## config.mk

```make
export PLATFORM = sky130hd
export DESIGN_NAME = clock_set_ctrl
export DESIGN_NICKNAME = d
export VERILOG_FILES = /design/src/rtl/clock_set_ctrl_pkg.sv /design/src/rtl/clock_set_ctrl_key_press.sv /design/src/rtl/clock_set_ctrl.sv
export SDC_FILE = /design/constraint.sdc
export NUM_CORES = 1
export LEC_CHECK = 0
export ABC_AREA = 1
export CAP_MARGIN = 40
export CORE_MARGIN = 2
export CORE_UTILIZATION = 30
export CTS_CLUSTER_SIZE = 24
export DETAILED_ROUTE_END_ITERATION = 6
export GPL_TIMING_DRIVEN = 0
export PLACE_DENSITY_LB_ADDON = 0.3
export SYNTH_ARGS = -nofsm -noshare
export SYNTH_HDL_FRONTEND = slang
export SYNTH_HIERARCHICAL = 1
export SYNTH_SLANG_ARGS = --single-unit
```

## constraint.sdc

```tcl
create_clock -name clk -period 1.78 [get_ports clk]
set_input_delay 0.534 -clock clk [delete_from_list [all_inputs] [get_ports clk]]
set_output_delay 0.534 -clock clk [all_outputs]
set_load 0.02 [all_outputs]
```

## src/rtl/clock_set_ctrl_pkg.sv

```systemverilog
// Shared types and constants for the HH:MM:SS time-setting controller.
package clock_pkg;

  localparam int TIME_W = 24;

  // KEY bit assignments
  localparam int KEY_MODE = 0;  // mode / commit
  localparam int KEY_NEXT = 1;  // next field
  localparam int KEY_INC  = 2;  // increment
  localparam int KEY_DEC  = 3;  // decrement

  // Two-digit BCD field limits
  localparam logic [7:0] HRS_MAX = 8'h23;
  localparam logic [7:0] MS_MAX  = 8'h59;

  // Digit blanking per field, [5]=HEX5 .. [0]=HEX0
  localparam logic [5:0] BLANK_HRS = 6'b110000;
  localparam logic [5:0] BLANK_MIN = 6'b001100;
  localparam logic [5:0] BLANK_SEC = 6'b000011;

  typedef enum logic [2:0] {
    ST_DISP,
    ST_SET_HRS,
    ST_SET_MIN,
    ST_SET_SEC,
    ST_COMMIT
  } state_t;

  typedef enum logic [1:0] {
    FLD_HRS,
    FLD_MIN,
    FLD_SEC
  } field_t;

  // Field being edited in a given state (HRS outside the set states).
  function automatic field_t state_field(input state_t s);
    field_t f;
    case (s)
      ST_SET_MIN: f = FLD_MIN;
      ST_SET_SEC: f = FLD_SEC;
      default:    f = FLD_HRS;
    endcase
    return f;
  endfunction

  // Digits to blank when the given field is in its "off" blink phase.
  function automatic logic [5:0] field_mask(input field_t f);
    logic [5:0] m;
    case (f)
      FLD_MIN: m = BLANK_MIN;
      FLD_SEC: m = BLANK_SEC;
      default: m = BLANK_HRS;
    endcase
    return m;
  endfunction

endpackage

```

## src/rtl/clock_set_ctrl_key_press.sv

```systemverilog
// One push-button: 2-flop synchronizer, falling-edge detect, post-press lockout.
// press is a registered one-cycle pulse, two edges after the key is first sampled low.
module key_press
  import clock_pkg::*;
#(
  parameter int LOCKOUT_TICKS = 240_000
) (
  input  logic clk,
  input  logic rst_n,
  input  logic key,
  output logic press
);

  localparam int LW = $clog2(LOCKOUT_TICKS + 1);

  logic          sync_a;
  logic          sync_b;
  logic          last;
  logic [LW-1:0] lock;
  logic          fall;
  logic          accept;

  // Active-low key: a press is a 1->0 transition of the synchronized level.
  assign fall   = last & ~sync_b;
  assign accept = fall && (lock == '0);

  // Synchronizer, edge register, press pulse and lockout countdown.
  always_ff @(posedge clk) begin
    if (!rst_n) begin
      sync_a <= 1'b1;
      sync_b <= 1'b1;
      last   <= 1'b1;
      press  <= 1'b0;
      lock   <= '0;
    end else begin
      sync_a <= key;
      sync_b <= sync_a;
      last   <= sync_b;
      press  <= accept;
      if (accept) begin
        lock <= LW'(LOCKOUT_TICKS);
      end else if (lock != '0) begin
        lock <= lock - 1'b1;
      end
    end
  end

endmodule

```

## src/rtl/clock_set_ctrl.sv

```systemverilog
// Time-setting controller: runs/freezes the timekeeper, edits HH:MM:SS
// through a set-mode FSM, loads the edited time back and blinks the field
// being edited.
module clock_set_ctrl
  import clock_pkg::*;
#(
  parameter int TICKS_PER_CENTISEC = 600_000,
  parameter int BLINK_CENTISECS    = 50,
  parameter int LOCKOUT_TICKS      = 240_000
) (
  input  logic              clk,
  input  logic              RESET_N,
  input  logic [3:0]        KEY,
  input  logic [TIME_W-1:0] cur_time,
  output logic              run_en,
  output logic              load,
  output logic [TIME_W-1:0] load_time,
  output logic              set_mode,
  output logic [TIME_W-1:0] disp_time,
  output logic [5:0]        blank
);

  localparam int PW = (TICKS_PER_CENTISEC > 1) ? $clog2(TICKS_PER_CENTISEC) : 1;
  localparam int CW = (BLINK_CENTISECS > 1) ? $clog2(BLINK_CENTISECS) : 1;

  // One BCD step of a two-digit field, wrapping between 00 and max.
  function automatic logic [7:0] bcd_step(input logic [7:0] v,
                                          input logic [7:0] max,
                                          input logic       inc);
    logic [3:0] hi;
    logic [3:0] lo;
    logic [7:0] r;
    hi = v[7:4];
    lo = v[3:0];
    if (inc) begin
      if (v == max)      r = 8'h00;
      else if (lo == 9)  r = {hi + 4'd1, 4'd0};
      else               r = {hi, lo + 4'd1};
    end else begin
      if (v == 8'h00)    r = max;
      else if (lo == 0)  r = {hi - 4'd1, 4'd9};
      else               r = {hi, lo - 4'd1};
    end
    return r;
  endfunction

  logic [3:0]        press_raw;
  logic [3:0]        press;
  state_t            state_q;
  state_t            state_d;
  field_t            field;
  logic [TIME_W-1:0] edit_q;
  logic              do_capture;
  logic              do_step;
  logic              step_inc;
  logic              blink_clr;
  logic [PW-1:0]     presc_q;
  logic [CW-1:0]     centi_q;
  logic              phase_q;

  for (genvar i = 0; i < 4; i++) begin : g_key
    key_press #(
      .LOCKOUT_TICKS(LOCKOUT_TICKS)
    ) u_key (
      .clk  (clk),
      .rst_n(RESET_N),
      .key  (KEY[i]),
      .press(press_raw[i])
    );
  end

  // Same-cycle presses: keep only the highest-priority key (KEY0 first).
  always_comb begin
    press = 4'b0000;
    if (press_raw[KEY_MODE])      press[KEY_MODE] = 1'b1;
    else if (press_raw[KEY_NEXT]) press[KEY_NEXT] = 1'b1;
    else if (press_raw[KEY_INC])  press[KEY_INC]  = 1'b1;
    else if (press_raw[KEY_DEC])  press[KEY_DEC]  = 1'b1;
  end

  assign field = state_field(state_q);

  // State register.
  always_ff @(posedge clk) begin
    if (!RESET_N) state_q <= ST_DISP;
    else          state_q <= state_d;
  end

  // Next state and edit/blink actions from the filtered presses.
  always_comb begin
    state_d    = state_q;
    do_capture = 1'b0;
    do_step    = 1'b0;
    step_inc   = 1'b0;
    blink_clr  = 1'b0;
    case (state_q)
      ST_DISP: begin
        if (press[KEY_MODE]) begin
          state_d    = ST_SET_HRS;
          do_capture = 1'b1;
          blink_clr  = 1'b1;
        end
      end
      ST_SET_HRS, ST_SET_MIN, ST_SET_SEC: begin
        if (press[KEY_MODE]) begin
          state_d = ST_COMMIT;
        end else if (press[KEY_NEXT]) begin
          blink_clr = 1'b1;
          case (state_q)
            ST_SET_HRS: state_d = ST_SET_MIN;
            ST_SET_MIN: state_d = ST_SET_SEC;
            default:    state_d = ST_SET_HRS;
          endcase
        end else if (press[KEY_INC]) begin
          do_step   = 1'b1;
          step_inc  = 1'b1;
          blink_clr = 1'b1;
        end else if (press[KEY_DEC]) begin
          do_step   = 1'b1;
          blink_clr = 1'b1;
        end
      end
      ST_COMMIT: state_d = ST_DISP;
      default:   state_d = ST_DISP;
    endcase
  end

  // Edit register: snapshot of cur_time on entry, stepped field by field.
  always_ff @(posedge clk) begin
    if (!RESET_N) begin
      edit_q <= '0;
    end else if (do_capture) begin
      edit_q <= cur_time;
    end else if (do_step) begin
      case (field)
        FLD_MIN: edit_q[15:8]  <= bcd_step(edit_q[15:8], MS_MAX, step_inc);
        FLD_SEC: edit_q[7:0]   <= bcd_step(edit_q[7:0], MS_MAX, step_inc);
        default: edit_q[23:16] <= bcd_step(edit_q[23:16], HRS_MAX, step_inc);
      endcase
    end
  end

  // Blink timebase; restarts visible whenever the user touches the field.
  always_ff @(posedge clk) begin
    if (!RESET_N || blink_clr) begin
      presc_q <= '0;
      centi_q <= '0;
      phase_q <= 1'b0;
    end else if (presc_q == PW'(TICKS_PER_CENTISEC - 1)) begin
      presc_q <= '0;
      if (centi_q == CW'(BLINK_CENTISECS - 1)) begin
        centi_q <= '0;
        phase_q <= ~phase_q;
      end else begin
        centi_q <= centi_q + 1'b1;
      end
    end else begin
      presc_q <= presc_q + 1'b1;
    end
  end

  // Outputs decoded from state, edit, phase and cur_time only.
  always_comb begin
    run_en    = (state_q == ST_DISP);
    load      = (state_q == ST_COMMIT);
    load_time = edit_q;
    set_mode  = (state_q == ST_SET_HRS) || (state_q == ST_SET_MIN) ||
                (state_q == ST_SET_SEC);
    disp_time = (state_q == ST_DISP) ? cur_time : edit_q;
    blank     = (set_mode && phase_q) ? field_mask(field) : 6'b000000;
  end

endmodule

```

Yosys cells after proc, flatten, opt, wreduce, memory -nomap -nowiden:

Cells that the tools add are included.

* add/subtract/negate cells: 18
* equal/unequal tests: 20
* muxes and demuxes: 59
* bitwise operators: 10
* reductions and logical operators: 49

Operator list (number)
* 18-bit two-way mux: 8
* 8-bit two-way mux: 18
* 18-bit zero test: 4
* 24-bit two-way mux: 3
* 18-bit nonzero test: 4
* 18-bit by 1-bit subtractor with 18-bit output (second input constant): 4
* 4-bit by 1-bit adder with 4-bit output (second input constant): 6
* 8-bit zero test: 3
* 4-bit by 1-bit subtractor with 4-bit output (second input constant): 6
* 20-bit by 1-bit adder with 20-bit output (second input constant): 1
* 20-bit == test (second input constant): 1
* 1-bit two-way mux: 18
* 8-bit by 7-bit == test with 1-bit output (second input constant): 2
* 2-bit nonzero test: 7
* 4-bit == test (second input constant): 3
* 4-bit zero test: 3
* 3-bit two-way mux: 4
* 6-bit two-way mux: 2
* 4-bit by 2-bit inequality test with 1-bit output (second input constant): 3
* 6-bit one-hot mux with 2 select lines: 1
* 4-bit AND reduction: 3
* 4-bit nonzero test: 3
* 2-bit OR reduction: 6
* 2-bit AND reduction: 5
* 21 further kinds: 38

* register bits after elaboration: 142
* bits of input ports: 30
* output and inout port bits: 57
* logic and storage cells: 190

Depth between registers and ports, before layout:

Gate-level depths: netlist (run 1).

* depth in word-level cells: 12
* depth in mapped cells: 11
* mapped depth without buffers: 11

Hierarchy:

Netlist (run 1), hierarchy kept.

Modules (own cells, without submodules)
* clock_set_ctrl: times used 1, cells each 710, area an instance 4340.4 sq um, seq. area each 1081.0 sq um
* key_press at g_key[0].u_key ...: times used 3, cells each 169, area an instance 1262.5 sq um, seq. area each 440.4 sq um
* key_press at g_key[3].u_key: times used 1, cells each 159, area an instance 1191.1 sq um, seq. area each 440.4 sq um

Worst setup path before layout (run 1):

No wires, ideal clock.

* kind: reg-to-output
* from: register state_q[1]
* to: output blank[5]
* arrival: 1.589 ns
* required time: 1.246 ns
* setup slack: -0.343 ns
* stages on the path, launching flop included: 8
* buffers on the path: 1
* path through: dfxtp_1 > nand2_2 > nor2_1 > inv_1 > ha_1 > inv_1 > nor2_1 > buf_4

* cells in the longest elaborated chain, start to end: 5
* elaborated cells between the ends (all ways): 11
* classes of those cells: eq/ne: 5; mux: 3; reduce/logical: 3

Ends and longest elaborated chain
* start: declaration: RTL line clock_set_ctrl.sv:49 `state_t state_q;`
* start signal: assignment: RTL line clock_set_ctrl.sv:86 `else state_q <= state_d;`
* 3-bit by 2-bit == test with 1-bit output (tied with other cells): RTL line clock_set_ctrl_pkg.sv:38, clock_set_ctrl.sv:168
* 2-bit one-hot mux with 2 select lines / 1-bit logical OR (equally long branches): RTL line clock_set_ctrl_pkg.sv:38, clock_set_ctrl.sv:167
* 2-bit == test (tied with other cells): RTL line clock_set_ctrl_pkg.sv:49 `case (f)`
* 6-bit one-hot mux with 2 select lines / 1-bit logical AND (equally long branches): RTL line clock_set_ctrl_pkg.sv:49, clock_set_ctrl.sv:170
* 6-bit two-way mux (*): RTL line clock_set_ctrl.sv:170 `blank = (set_mode && phase_q) ? field_mask(field) : 6'b000000;`
* end: declaration: RTL line clock_set_ctrl.sv:20 `output logic [5:0] blank`

Mark *: on every way between the ends. The rest lies on a longest branch, timed or not.

Worst setup path in the final report (run 1):

* from: register state_q[0]
* to: output disp_time[21]

* cells in the longest elaborated chain, start to end: 2

Ends and longest elaborated chain
* 3-bit zero test: RTL line clock_set_ctrl.sv:169 `disp_time = (state_q == ST_DISP) ? cur_time : edit_q;`
* 24-bit two-way mux: RTL line clock_set_ctrl.sv:169
* end: declaration: RTL line clock_set_ctrl.sv:19 `output logic [TIME_W-1:0] disp_time,`

No other way between the ends.

==> flow_metrics.tcl, run 1 <==
set metrics [dict create \
    cp_common_cell "buf_12" \
    utilization 0.408 \
    fp.dieW_um 180 \
    crit_cells 8 \
    path_class "flop to primary output" \
    r2r-start "state_q[0]$_SDFFE_PN0P_" \
    rsz0062_at_grt "yes" \
    cp_max_fo 6 \
    ant_nets 0 \
    startpoint_type "flop" \
    drt_first_pass_iters 5 \
    synth.distinct_cells 40 \
    cap_violations 0 \
    coreArea_mm2 0.0306 \
    worst_slew_pin_slew_ps 431 \
    cp_data_arrival_time_ps 1710 \
    antenna_found_initial 0 \
    drc_errors 0 \
    start_util 0.305 \
    yosys.area.top_type "dfxtp_1" \
    synth.top_cell.area_share 0.305 \
    diodes 0 \
    cts_made_buffers 17 \
    routed_wl_um 24500 \
    final.setup_skew_ps 16.5 \
    end_kind "primary output" \
    slew_violations 0 \
    setup_viol 39 \
    hp-class "flop to flop" \
    synth_cells 1376 \
    cts_buffer_depth 2 \
    mostFrequentLayoutCell "nand2_1" \
    cts_tree "yes" \
    nets 1583 \
    hpwl_um 17500 \
    drt-vias-per-instance 4.66 \
    synth.cell_area_mm2 0.00932 \
    grt_use_total 0.147 \
    nFillCells 3173 \
    worst-path-buf-inv 4 \
    grt_pass1_vias 8408 \
    setup_ws_ps -468 \
    leakagePower_nw 5.68 \
    clock_sinks 142 \
    gp_congestion 0.893 \
    crit_family "buffers and inverters" \
    ir_worst_vdd_mv 0.670 \
    overflow 0 \
    dp_cells 1858 \
    fp-row-count 64 \
    min_period_ps 2250 \
    grt_max_degree 17 \
    ys_ff_latch 142 \
    cpPeakStageDelay_ps 380 \
    crit_chain "nor2_4 -> nand2_8 -> buf_12 -> clkinv_8 -> buf_12 -> nand2_4 -> o21ai_4 -> buf_6" \
    tns_ps -13090 \
    syn_nets 1438 \
    num_vias 8978 \
    drive_gt1_frac 0.254 \
    drtIter0Drc 444 \
    required_ps 1250 \
    finalHoldViolations 0 \
    maxSlewHeadroom 0.711 \
    cp-startpoint "state_q[0]$_SDFFE_PN0P_" \
    ctsHtreeMaxLevel 4 \
    clk_pin_slew_worst_paths_ps 60 \
    status "finished, violations left" \
    hold_buffers 0 \
    final_cells 1928 \
    endpoint "disp_time[21]" \
    yosys_warnings 6 \
    pre_cts_slack_ps -1160 \
    violations "setup timing" \
    dieArea_mm2 0.0325 \
    synth_area_per_cell_um2 6.77 \
    io_pins 87 \
    ys_top_cells_by_area "dfxtp_1 31%, nand2_1 15%, nor2_1 7.3%" \
    cts-root-buf "clkbuf_16" \
    timing.rr.end "load_time[4]$_SDFFE_PN0P_" \
    ys_seq_area_frac 0.305 \
    fp.dieH_um 180 \
    io_buffers 86 \
    synthToLayoutAreaGrowth_pct 33.9 \
    powerDensity_mw_per_mm2 1260 \
    grt_pass1_wl_um 40500 \
    max_freq_mhz 445 \
    final_cell_mix "345 x nand2_1, 171 x nor2_1, 135 x inv_1, 128 x dfxtp_1, 84 x nand3_1" \
    clk_latency_ps 430 \
    period_share 1.26 \
    wire_per_inst_um 12.7 \
    ff2ff_path_depth 11 \
    cp_slowest_cell "dfxtp_4" \
    ff2ff_setup_slack_ps -80 \
]
layout make-up:
type | count | area (um2) | area share
multi-input combinational | 1058 | 6290 | 0.504
sequential | 142 | 2870 | 0.230
timing repair buffer | 127 | 1330 | 0.107
inverter | 147 | 579 | 0.0464
tap | 396 | 495 | 0.0397
clock buffer | 21 | 470 | 0.0377
buffer | 27 | 289 | 0.0232
clock inverter | 9 | 135 | 0.0108
timing repair inverter | 1 | 16.3 | 0.00130
metrics by stage:
step | hold WS (ps) | area, um2 | total power (W)
3_5_place_dp | 401 | 10800 | 0.0120
6_report | 411 | 12500 | 0.0157
5_1_grt | 419 | 12500 | 0.0171
2_1_floorplan | 392 | 9410 | 0.0106
3_3_place_gp | 395 | 10800 | 0.0119
4_1_cts | 415 | 11900 | 0.0158
worst register-to-register path, delay by kind of cell (launching register included):
family	cells	cell delay (ps)
adders and majority gates	1	130
DFF	1	410
and+or+nand+nor	6	830
buffers and inverters	4	390
where the power goes:
part | total [W] | internal (W) | switching [W] | leakage (nW)
clock network | 0.00371 | 0.00231 | 0.00141 | 0.288
logic | 0.00763 | 0.00291 | 0.00472 | 4.23
registers | 0.00439 | 0.00380 | 0.000590 | 1.17
Yosys cell counts:
| cell type | number |
|---|---|
| a21oi_1 | 48 |
| and2_1 | 1 |
| buf_12 | 3 |
| inv_2 | 5 |
| o22ai_1 | 2 |
| clkbuf_1 | 9 |
| nand3_2 | 10 |
| ha_1 | 32 |
| nand4_1 | 18 |
| xor2_1 | 36 |
| clkinv_1 | 1 |
| nor2_1 | 180 |
| o21ai_0 | 59 |
| a31oi_1 | 1 |
| xnor2_1 | 26 |
| nand3b_2 | 1 |
| nand2_1 | 377 |
| nor2_8 | 5 |
| nand3_1 | 85 |
| nand3_4 | 9 |
| nor2_2 | 67 |
| nand2_2 | 22 |
| a21oi_2 | 9 |
| nor2_4 | 12 |
| buf_2 | 4 |
| o21bai_1 | 1 |
| buf_4 | 7 |
| o211ai_1 | 2 |
| o21ai_1 | 3 |
| nor3_1 | 13 |
| nand2_4 | 1 |
| nand4_2 | 4 |
| inv_1 | 141 |
| o21a_1 | 3 |
| dfxtp_1 | 142 |
| nand4_4 | 1 |
| nand3b_1 | 15 |
| buf_6 | 6 |
| a21boi_0 | 3 |
| or2_2 | 12 |
kinds of logic (layout without fill, tap and decap cells):
family | Yosys count | count (layout) | share of synthesized area
flops | 142 | 142 | 0.305
simple gates | 833 | 833 | 0.433
compound gates | 131 | 131 | 0.0768
xor+xnor | 62 | 62 | 0.0583
fa+ha+maj | 32 | 32 | 0.0430
buf+inv | 176 | 332 | 0.0843
routing by layer:
| layer | vias to the layer above | GRT usage | share of wire |
|---|---|---|---|
| met3 | 39 | 0.0251 | 0.044 |
| met2 | 196 | 0.249 | 0.47 |
| met5 | - | 0 | 0 |
| li1 | 4638 | - | - |
| met1 | 4105 | 0.190 | 0.46 |
| met4 | 0 | 0.0494 | 0.021 |
state kept, by name, summed over array words and instances, names as in the netlist:
register / cells
phase_q: 1
g_key.u_key/last: 4
g_key.u_key/lock: 72
load_time: 24
state_q: 3
g_key.u_key/sync_a: 4
presc_q: 20
centi_q: 6
g_key.u_key/press: 4
g_key.u_key/sync_b: 4
worst min path at each step:
stage	from	endpoint	slack (ps)	cells after the start
detailed placement	g_key[1].u_key/sync_a$_SDFF_PN1_	g_key[1].u_key/sync_b$_SDFF_PN1_	400	1
floorplan	g_key[0].u_key/sync_b$_SDFF_PN1_	g_key[0].u_key/last$_SDFF_PN1_	390	2
CTS	g_key[1].u_key/sync_a$_SDFF_PN1_	g_key[1].u_key/sync_b$_SDFF_PN1_	420	1
global route	g_key[1].u_key/sync_a$_SDFF_PN1_	g_key[1].u_key/sync_b$_SDFF_PN1_	420	1
global placement	g_key[3].u_key/sync_a$_SDFF_PN1_	g_key[3].u_key/sync_b$_SDFF_PN1_	400	1
finish	g_key[1].u_key/sync_a$_SDFF_PN1_	g_key[1].u_key/sync_b$_SDFF_PN1_	410	1
repair_timing:
action                     4_1_cts  5_1_grt
gates resized for setup        331      136
setup endpoints to repair      128       90
gates cloned                     3        3
buffers inserted                19       24
pin swaps                        9       21
Note: power is estimated with default switching activity, not from simulation.
==> run 2, diff against run 1 <==
==> constraint.sdc (replaced) <==
create_clock -name clk -period 1.86 [get_ports clk]
set_input_delay 0.558 -clock clk [delete_from_list [all_inputs] [get_ports clk]]
set_output_delay 0.558 -clock clk [all_outputs]
set_load 0.02 [all_outputs]
==> flow_metrics.tcl, run 2 (synthesis results as in run 1) <==
set metrics [dict create \
    coreArea_mm2 0.0306 \
    num_vias 8853 \
    ff2ff_setup_slack_ps -210 \
    rsz0062_at_grt "yes" \
    period_share 1.22 \
    cts_made_buffers 17 \
    crit_chain "nand2_4 -> nor2_4 -> inv_2 -> ha_4 -> inv_2 -> nor2_4 -> buf_6 -> buf_6" \
    drt-vias-per-instance 4.59 \
    setup_viol 57 \
    powerDensity_mw_per_mm2 1210 \
    clk_pin_slew_worst_paths_ps 60 \
    fp-row-count 64 \
    cts_tree "yes" \
    leakagePower_nw 5.69 \
    gp_congestion 0.865 \
    dieArea_mm2 0.0325 \
    required_ps 1300 \
    cpPeakStageDelay_ps 400 \
    largest_reg_flops 72 \
    fp.dieW_um 180 \
    finalHoldViolations 0 \
    violations "setup timing" \
    pre_cts_slack_ps -987 \
    min_period_ps 2260 \
    drtIter0Drc 409 \
    nFillCells 3154 \
    grt_use_total 0.148 \
    wl_met2_um 11800 \
    met1_length_um 11500 \
    end_kind "primary output" \
    routed_wl_um 24100 \
    wire_per_inst_um 12.5 \
    highest_layer "met4" \
    met3_wirelength_um 637 \
    overflow 0 \
    hpwl_um 17400 \
    grt_max_degree 24 \
    grt_pass1_wl_um 40500 \
    crit_family "flip-flops" \
    cts-root-buf "clkbuf_16" \
    ant_nets 0 \
    diodes 0 \
    maxSlewHeadroom 0.504 \
    cp_max_fo 4 \
    drive_gt1_frac 0.256 \
    mostFrequentLayoutCell "nand2_1" \
    cap_violations 0 \
    synthToLayoutAreaGrowth_pct 34.1 \
    worst-path-buf-inv 4 \
    worst_slew_pin_slew_ps 743 \
    final.setup_skew_ps 19.6 \
    grt_pass1_vias 8405 \
    path_class "flop to primary output" \
    final_cell_mix "345 x nand2_1, 169 x nor2_1, 134 x inv_1, 130 x dfxtp_1, 81 x nand3_1" \
    ctsHtreeMaxLevel 4 \
    slew_violations 0 \
    tns_ps -12580 \
    max_freq_mhz 442 \
    drc_errors 0 \
    cp_data_arrival_time_ps 1700 \
    io_buffers 86 \
    antenna_found_initial 0 \
    nets 1581 \
    status "finished, violations left" \
    fp.dieH_um 180 \
    clk_latency_ps 430 \
    drt_first_pass_iters 5 \
    setup_ws_ps -403 \
    clock_sinks 142 \
    cp_slowest_cell "dfxtp_4" \
    total_power_w 0.0152 \
    hp-class "flop to flop" \
    startpoint_type "flop" \
    start_util 0.305 \
    cts_buffer_depth 2 \
    ir_worst_vdd_mv 0.835 \
    regMostFlops "g_key.u_key/lock" \
    io_pins 87 \
]
-- run 2: cell count changes in the layout (fill, tap and decap cells not counted), sizes merged --
cell,change
buf,-3
bufinv,+1
clkbuf,-3
clkdlybuf4s15,-6
clkinvlp,+1
dlygate4sd2,+8
inv,+2
-- run 2: report_power, final --
part	switching [W]	total, W	internal (W)	leakage, nW
Clock	0.00138	0.00366	0.00228	0.298
Combinational	0.00453	0.00732	0.00278	4.23
Sequential	0.000557	0.00419	0.00363	1.17
Total	0.00647	0.0152	0.00870	5.69
-- run 2: worst paths after layout --
kind / from / endpoint / cells after the start
min reg2reg: g_key[1].u_key/sync_a$_SDFF_PN1_ / g_key[1].u_key/sync_b$_SDFF_PN1_ / 1
max: state_q[1]$_SDFFE_PN0P_ / blank[5] / 8
min: g_key[1].u_key/sync_a$_SDFF_PN1_ / g_key[1].u_key/sync_b$_SDFF_PN1_ / 1
max reg2reg: state_q[1]$_SDFFE_PN0P_ / load_time[6]$_SDFFE_PN0P_ / 14
-- run 2: layout make-up --
type | instances | area, um2 | share of cell area
clock inverters | 14 | 191 | 0.0153
clock buffers | 18 | 439 | 0.0351
repair buffers | 126 | 1370 | 0.110
well taps | 396 | 495 | 0.0396
multi-input cells | 1058 | 6270 | 0.502
flip-flops and latches | 142 | 2870 | 0.229
inverters | 147 | 567 | 0.0454
plain buffers | 27 | 293 | 0.0234
-- run 2: metrics by stage --
stage          utilization  cells  hold slack [ps]  instance area, um2
2_1_floorplan            -   1376              392                9370
3_3_place_gp         0.350   1858              394               10700
3_5_place_dp         0.350   1858              401               10700
4_1_cts              0.391   1915              416               11900
5_1_grt              0.409   1928              422               12500
6_report             0.409   1928              413               12500
-- run 2: repair_timing --
| item | 4_1_cts | 5_1_grt |
|---|---|---|
| hold endpoints to repair | 0 | 0 |
| pin swaps | 14 | 37 |
| gates cloned | 3 | 2 |
| hold buffers | 0 | 0 |
| setup buffers | 23 | 13 |
| gates resized for setup | 337 | 110 |
| setup endpoints to repair | 111 | 90 |
-- run 2: layer usage --
metal  track usage  vias up
met5             0        -
met4        0.0348        0
met3        0.0257       15
met2         0.255      118
met1         0.192     4088
li1              -     4632
